===== config.mk =====
export PLATFORM = sky130hd
export DESIGN_NAME = permutation_round_scheduler
export DESIGN_NICKNAME = d
export VERILOG_FILES = /design/src/rtl/perm_sched_pkg.sv /design/src/rtl/perm_mod_counter.sv /design/src/rtl/permutation_round_scheduler.sv
export SDC_FILE = /design/constraint.sdc
export NUM_CORES = 1
export LEC_CHECK = 0
export ABC_CLOCK_PERIOD_IN_PS = 2800
export BUFFER_PORTS_ARGS = -buffer_cell sky130_fd_sc_hd__buf_4
export CORE_MARGIN = 5
export CORE_UTILIZATION = 49
export DETAILED_ROUTE_END_ITERATION = 8
export GPL_ROUTABILITY_DRIVEN = 0
export GPL_TIMING_DRIVEN = 0
export PLACE_DENSITY = 0.73
export SETUP_SLACK_MARGIN = 0.3
export SYNTH_ARGS = -nofsm -noshare
export SYNTH_HDL_FRONTEND = slang
export SYNTH_SLANG_ARGS = --single-unit

===== constraint.sdc =====
create_clock -name clk -period 2.8 [get_ports clk]
set_input_delay 0.56 -clock clk [delete_from_list [all_inputs] [get_ports clk]]
set_output_delay 0.56 -clock clk [all_outputs]
set_load 0.02 [all_outputs]

===== src/rtl/perm_sched_pkg.sv =====
// rtl/perm_sched_pkg.sv - shared state encoding and default sizes for the permutation round scheduler
package perm_sched_pkg;

  localparam int STATE_W = 3;

  localparam logic [STATE_W-1:0] S_IDLE  = 3'd0;
  localparam logic [STATE_W-1:0] S_LOAD  = 3'd1;
  localparam logic [STATE_W-1:0] S_ROUND = 3'd2;
  localparam logic [STATE_W-1:0] S_WRITE = 3'd3;
  localparam logic [STATE_W-1:0] S_DONE  = 3'd4;

  typedef enum logic [STATE_W-1:0] {
    ST_IDLE  = S_IDLE,
    ST_LOAD  = S_LOAD,
    ST_ROUND = S_ROUND,
    ST_WRITE = S_WRITE,
    ST_DONE  = S_DONE
  } state_t;

  // Shared with the datapath so both sides agree on the state size and round count.
  localparam int DEF_LANES   = 25;
  localparam int DEF_ROUNDS  = 24;
  localparam int DEF_LANE_W  = 5;
  localparam int DEF_ROUND_W = 5;

endpackage


===== src/rtl/perm_mod_counter.sv =====
// rtl/perm_mod_counter.sv - up-counter that wraps to zero after LIMIT; co flags the terminal count
module perm_mod_counter #(
  parameter int W     = 5,
  parameter int LIMIT = 24
) (
  input  logic         clk,
  input  logic         rst,
  input  logic         en,
  input  logic         clr,
  output logic [W-1:0] cnt,
  output logic         co
);

  assign co = (cnt == W'(LIMIT));

  always_ff @(posedge clk or negedge rst) begin
    if (!rst) begin
      cnt <= '0;
    end else if (clr) begin
      cnt <= '0;
    end else if (en) begin
      cnt <= co ? '0 : cnt + W'(1);
    end
  end

endmodule


===== src/rtl/permutation_round_scheduler.sv =====
// rtl/permutation_round_scheduler.sv - load / round / write-back sequencer for the permutation datapath
// Optional abort input enabled by PERM_SCHED_ABORT_EN.
module permutation_round_scheduler
  import perm_sched_pkg::*;
#(
  parameter int LANES   = DEF_LANES,
  parameter int ROUNDS  = DEF_ROUNDS,
  parameter int LANE_W  = DEF_LANE_W,
  parameter int ROUND_W = DEF_ROUND_W
) (
  input  logic               clk,
  input  logic               rst,
  input  logic               start,
  output logic               ready,
  output logic               busy,
  input  logic               in_valid,
  output logic               in_ready,
  output logic               ld_lane,
  output logic [LANE_W-1:0]  lane_idx,
  output logic               rnd_en,
  output logic [ROUND_W-1:0] round_idx,
  output logic               sel_res,
  output logic               out_valid,
  input  logic               out_ready,
  output logic               done
`ifdef PERM_SCHED_ABORT_EN
  ,
  input  logic               abort
`endif
);

  state_t state;
  state_t next_state;
  logic   abort_hit;
  logic   lane_en;
  logic   lane_co;
  logic   round_en;
  logic   round_co;

`ifdef PERM_SCHED_ABORT_EN
  assign abort_hit = abort && (state != ST_IDLE);
`else
  assign abort_hit = 1'b0;
`endif

  // The lane counter serves both the load and the write-back phase; it is zero between them.
  assign lane_en  = ((state == ST_LOAD) && in_valid) || ((state == ST_WRITE) && out_ready);
  assign round_en = (state == ST_ROUND);

  perm_mod_counter #(
    .W     (LANE_W),
    .LIMIT (LANES - 1)
  ) u_lane_cnt (
    .clk (clk),
    .rst (rst),
    .en  (lane_en),
    .clr (abort_hit),
    .cnt (lane_idx),
    .co  (lane_co)
  );

  perm_mod_counter #(
    .W     (ROUND_W),
    .LIMIT (ROUNDS - 1)
  ) u_round_cnt (
    .clk (clk),
    .rst (rst),
    .en  (round_en),
    .clr (abort_hit),
    .cnt (round_idx),
    .co  (round_co)
  );

  always_ff @(posedge clk or negedge rst) begin
    if (!rst) begin
      state <= ST_IDLE;
    end else begin
      state <= next_state;
    end
  end

  always_comb begin
    next_state = state;
    case (state)
      ST_IDLE:  if (start) next_state = ST_LOAD;
      ST_LOAD:  if (in_valid && lane_co) next_state = ST_ROUND;
      ST_ROUND: if (round_co) next_state = ST_WRITE;
      ST_WRITE: if (out_ready && lane_co) next_state = ST_DONE;
      ST_DONE:  next_state = ST_IDLE;
      default:  next_state = ST_IDLE;
    endcase
    if (abort_hit) next_state = ST_IDLE;
  end

  always_comb begin
    ready     = (state == ST_IDLE);
    busy      = (state != ST_IDLE);
    in_ready  = (state == ST_LOAD);
    rnd_en    = (state == ST_ROUND);
    sel_res   = (state == ST_WRITE);
    out_valid = (state == ST_WRITE);
    done      = (state == ST_DONE);
  end

  assign ld_lane = in_valid && in_ready;

endmodule


=== Yosys cells after proc, flatten, opt, wreduce, memory -nomap -nowiden ===
Cells that the tools add are included.

* Register bits: 13
* Input bits: 5
* Output and inout bits: 18
* Logic and storage cells: 30

* $add $sub $neg: 2
* Eq/ne operators: 10
* Mux-type cells: 7
* Reduce and logical (&&, ||, !) cells: 8

{| class="wikitable"
|+ Operator list
! operator !! number
|-
| 3-bit 2-to-1 mux || 4
|-
| 3-bit one-hot mux with 4 select lines || 1
|-
| 5-bit by 1-bit adder with 5-bit output, second input constant || 2
|-
| 5-bit equality test, second input constant || 2
|-
| 5-bit 2-to-1 mux || 2
|-
| 3-bit by 2-bit equality test with 1-bit output, second input constant || 2
|-
| 2-bit by 1-bit != test with 1-bit output, second input constant || 3
|-
| 1-bit logical AND || 4
|-
| 4-bit AND reduction || 1
|-
| 3-bit by 1-bit equality test with 1-bit output, second input constant || 1
|-
| 3-bit equality test, second input constant || 1
|-
| 3-bit zero test || 1
|-
| 3-bit nonzero test || 1
|-
| 2-bit != test, second input constant || 1
|-
| 1-bit logical OR || 1
|}

=== Depth between registers and ports, before layout ===
* Depth in word-level cells: 4
* Gate-level depth with buffers: 6

=== Cells and area by module ===
A second synthesis with hierarchy kept.

* Cells, all modules: 81
* Area total of the unflattened synthesis: 780.7 um2

{| class="wikitable"
|+ By module, submodules not included
! module !! instances !! cells an instance !! area an instance (um2)
|-
| perm_mod_counter (u_lane_cnt) || 1 || 32 || 306.5
|-
| perm_mod_counter (u_round_cnt) || 1 || 23 || 262.8
|-
| permutation_round_scheduler || 1 || 26 || 211.5
|}

=== Least setup slack after synthesis ===
Ideal clock, no wire load.

* Path kind: flip-flop to output port
* Start: reg state[0]
* End: out sel_res
* Arrival: 1.220 ns
* Slack: 1.020 ns
* Cell stages (with the launch flop): 4
* Buffers on the path: 1
* Cells stage by stage: dfrtp_1 > nor2b_1 > and2_1 > buf_4

* Word-level cells in the longest chain between the ends: 1

{| class="wikitable"
|+ RTL lines
! what !! line !! text
|-
| start, declared || permutation_round_scheduler.sv:32 || <nowiki>state_t state;</nowiki>
|-
| start signal, assigned || permutation_round_scheduler.sv:78 || <nowiki>state <= next_state;</nowiki>
|-
| 3-bit by 2-bit equality test with 1-bit output || -- ||
|-
| end, declared || permutation_round_scheduler.sv:22 || <nowiki>output logic sel_res,</nowiki>
|}

No other way between the ends.

=== Final worst setup path ===
* Start: reg state[0]
* End: out sel_res

* Word-level cells in the longest chain between the ends: 1

{| class="wikitable"
|+ RTL lines
! what !! line !! text
|-
| 3-bit by 2-bit equality test with 1-bit output || permutation_round_scheduler.sv:100 || <nowiki>sel_res = (state == ST_WRITE);</nowiki>
|}

No other way between the ends.

==> impl.org <==
** Critical path
- Most common cell on crit path :: buf_4
- Worst setup path category :: reg2out
- STA puts the critical path data required time at 2240 ps.
- Data arrival at the endpoint of the critical path :: 1670 ps
- Slowest cell on crit path :: dfrtp_1
- Along the worst path, the maximum fanout reaches 8.
- Kind of capture point of the worst setup path :: output pin
- Traced cell by cell, the critical path runs through nor2b_1 > and2_1 > buf_4 > buf_4.
- Startpoint kind of the worst setup timing path :: flip-flop
- For this run, the slowest stage of the critical path takes 470 ps.

** Final layout
- Measured on the finished design, the core utilization comes to 0.692.
- The finished layout holds 108 standard cells, fillers aside.
- Total Nets Final :: 102
- Area growth syn-to-layout :: 29.0%
- Layout cells sized above 1 :: 0.387
- The number of antenna diodes in the final layout is 0.

** Logic synthesis
- For this run, the register share of the synthesized area comes to 0.449.
- Yosys reg bits :: 13
- Gate Count Post-Synth :: 67
- Most instantiated flip-flop cell in the synthesis netlist :: dfrtp_1
- After synthesis the cells add up to 724 um^2.
- Number of different library cells in the post-synthesis netlist :: 31
- Yosys printed 0 warnings.
- Syn_area_per_cell :: 10.8 um^2
- When the netlist entered floorplanning its net count stood at 75.
- Yosys mapped a number of flops with a built-in enable equal to 0.
- Asr flop ratio synth :: 1.00

** CTS
- Number of buffers inserted by hold repair at cts :: 0
- CTS root buf :: clkbuf_4
- Number of CTS-inserted buffers :: 3
- The number of setup buffers added after CTS is 0.
- Maximum buffer depth of the clock tree :: 2
- Clock tree synthesis found a total of 13 sinks.
- Clock-pin slew was measured on the worst setup and hold paths at 80 ps.
- In this run the number of H-tree levels came out at 1.
- # resized after CTS :: 0
- TritonCTS built the clock tree.
- Clock latency reported for the late side of the worst-skew pair :: 280 ps

** Route
- The final layout contains routed wiring with a total length of 1530 um.
- After the first detailed-routing iteration, the DRC count stood at 5.
- Routed vias/inst :: 5.53
- DRC violation count after routing :: 0
- The pre-antenna-repair detailed-routing pass consisted of 3 iterations.
- Routed len/inst :: 14.2 um
- The detailed router placed 597 vias in this run.
- Antenna viol nets, final :: 0

** Global route
- First-pass GRT wire length :: 2580 um
- Pin count of the biggest net entering global routing :: 14
- Total global routing overflow :: 0
- Via count of the first global-routing pass :: 595
- Across every metal layer, demand over resource in global routing totals 0.136.
- Antenna violations before repair :: 0

** Placed design
- At the placement stage, the worst setup path has a slack of 884 ps.
- Buffers placed on the I/O ports in this run total 22.
- In this run, placement finished with an instance count of 104.
- After legalization and detailed placement, the total HPWL measured 1150 um.

** Floorplan
- Initial standard-cell utilization of the core :: 0.537
- The die covers 2350 um^2.
- Die height :: 48.5 um
- The die is 48.5 um wide.
- In this run the standard cell core region covers 1350 um^2.
- Pin placement for this block handled 23 I/O pins.
- In this run the core area contains 13 standard-cell rows.

** Timing
- Setup total negative slack on the finished layout was measured at 0 ps.
- FMAX :: 449 MHz
- Unrepaired setup endpoints after global routing :: no
- The count of final max-slew check failures came to 0.
- Hold timing on the final database bottoms out at a slack of 101 ps.
- Setup ws final :: 571 ps
- Clock Skews :: 4.48 ps
- Slew of the pin with the lowest slew margin :: 456 ps
- Share of the clock period used by the worst path :: 0.796
- Minimum clock period :: 2230 ps
- Hold Vio Cnt, Final :: 0
- Setup violations remaining at the end of the flow were counted as 0.
- Worst slew margin :: 0.695

** Run
- Across the run, the number of max-cap violations was 0.

** Power
- IR analysis of the VDD net gives a maximum drop of 0.000584 V.
- Power spread over the standard cell area amounts to 1200 nW/um^2.
- Summed over all cells, the static leakage comes to 0.482 nW.

** Run status
- The flow ran to the end, and the final reports show no timing, DRC or antenna violations.

** Worst hold path
- Class of the tightest hold or removal check :: in2async
## cells in the final DEF, fill, tap and decap left out, drive strengths merged, types with 2 or more instances in the layout
| cell | n |
|---|---|
| nor2 | 3 |
| mux2 | 6 |
| clkbuf | 5 |
| ha | 3 |
| nand4 | 2 |
| buf | 23 |
| inv | 5 |
| nand3 | 2 |
| nor2b | 3 |
| a22o | 3 |
| and3 | 5 |
| o211ai | 2 |
| and2 | 3 |
| dfrtp | 13 |
## per-layer routing
metal  part of all wire  wire, um  track usage  vias to the layer above
met3              0.051        79       0.0306                        5
met1               0.48       733        0.174                      278
met4              0.026        40       0.0807                        0
met2               0.44       681        0.209                       18
li1                   -         -            -                      296
met5                  0         0            0                        -
## Yosys cell counts (2+ instances only)
library cell	count	area [um^2]
mux2_2	4	45.0
inv_1	5	18.8
nor2b_1	3	18.8
o211ai_1	2	15.0
a22o_1	3	26.3
nand3_1	2	10.0
and3_1	5	31.3
ha_1	3	37.5
mux2_4	2	30.0
and2_1	3	18.8
dfrtp_1	13	325
nor2_1	3	11.3
## worst paths after layout
kind                       cells past startpoint                          start                        endpoint  slack (ps)
min                                            1                            rst  u_round_cnt.cnt[2]$_DFFE_PN0N_         100
max                                            4           state[0]$_DFFE_PN0P_                         sel_res         570
min in group clk                               2                      out_ready            state[2]$_DFFE_PN0P_         520
max reg2reg                                    6  u_lane_cnt.cnt[0]$_DFFE_PN0P_   u_lane_cnt.cnt[3]$_DFFE_PN0P_        1150
max in group asynchronous                      1                            rst  u_round_cnt.cnt[0]$_DFFE_PN0N_        2540
min reg2reg                                    1           state[2]$_DFFE_PN0P_            state[1]$_DFFE_PN0P_         530
## cells by family after synthesis
logic type,after synthesis,synth area share
DFF,13,0.449
adders and majority gates,3,0.0518
and+or+nand+nor,26,0.231
AOI/OAI and AO/OA,10,0.104
muxes,6,0.104
xor gates and xnor gates,1,0.0121
buffers and inverters,8,0.0484
## layout make-up
type	count	area, um^2
repair buffers	22	165
clock buffers	4	26.3
fillers	125	415
well taps	15	18.8
flip-flops and latches	13	325
multi-input cells	46	364
inverters	6	23.8
plain buffers	2	11.3
## report_power, final
part | internal (mW) | leakage (nW) | switching (mW)
Clock | 0.0554 | 0.0150 | 0.0664
Sequential | 0.271 | 0.156 | 0.111
Combinational | 0.304 | 0.311 | 0.314
Total | 0.630 | 0.482 | 0.491
## sequential cells by signal (all words and copies together), names as in the netlist
register and flops:
u_round_cnt.cnt 5, state 3, u_lane_cnt.cnt 5
## through the flow
stage | area (um^2) | total power, mW
2_1_floorplan | 724 | 0.767
3_3_place_gp | 908 | 0.993
3_5_place_dp | 908 | 1.01
4_1_cts | 935 | 1.13
5_1_grt | 935 | 1.20
6_report | 935 | 1.12
## worst max-delay path: cells and delay by family (launching register included)
family | cells | cell delay [ps]
and+or+nand+nor | 2 | 680
buffers and inverters | 2 | 240
DFF | 1 | 470
(Power assumes the default switching activity.)
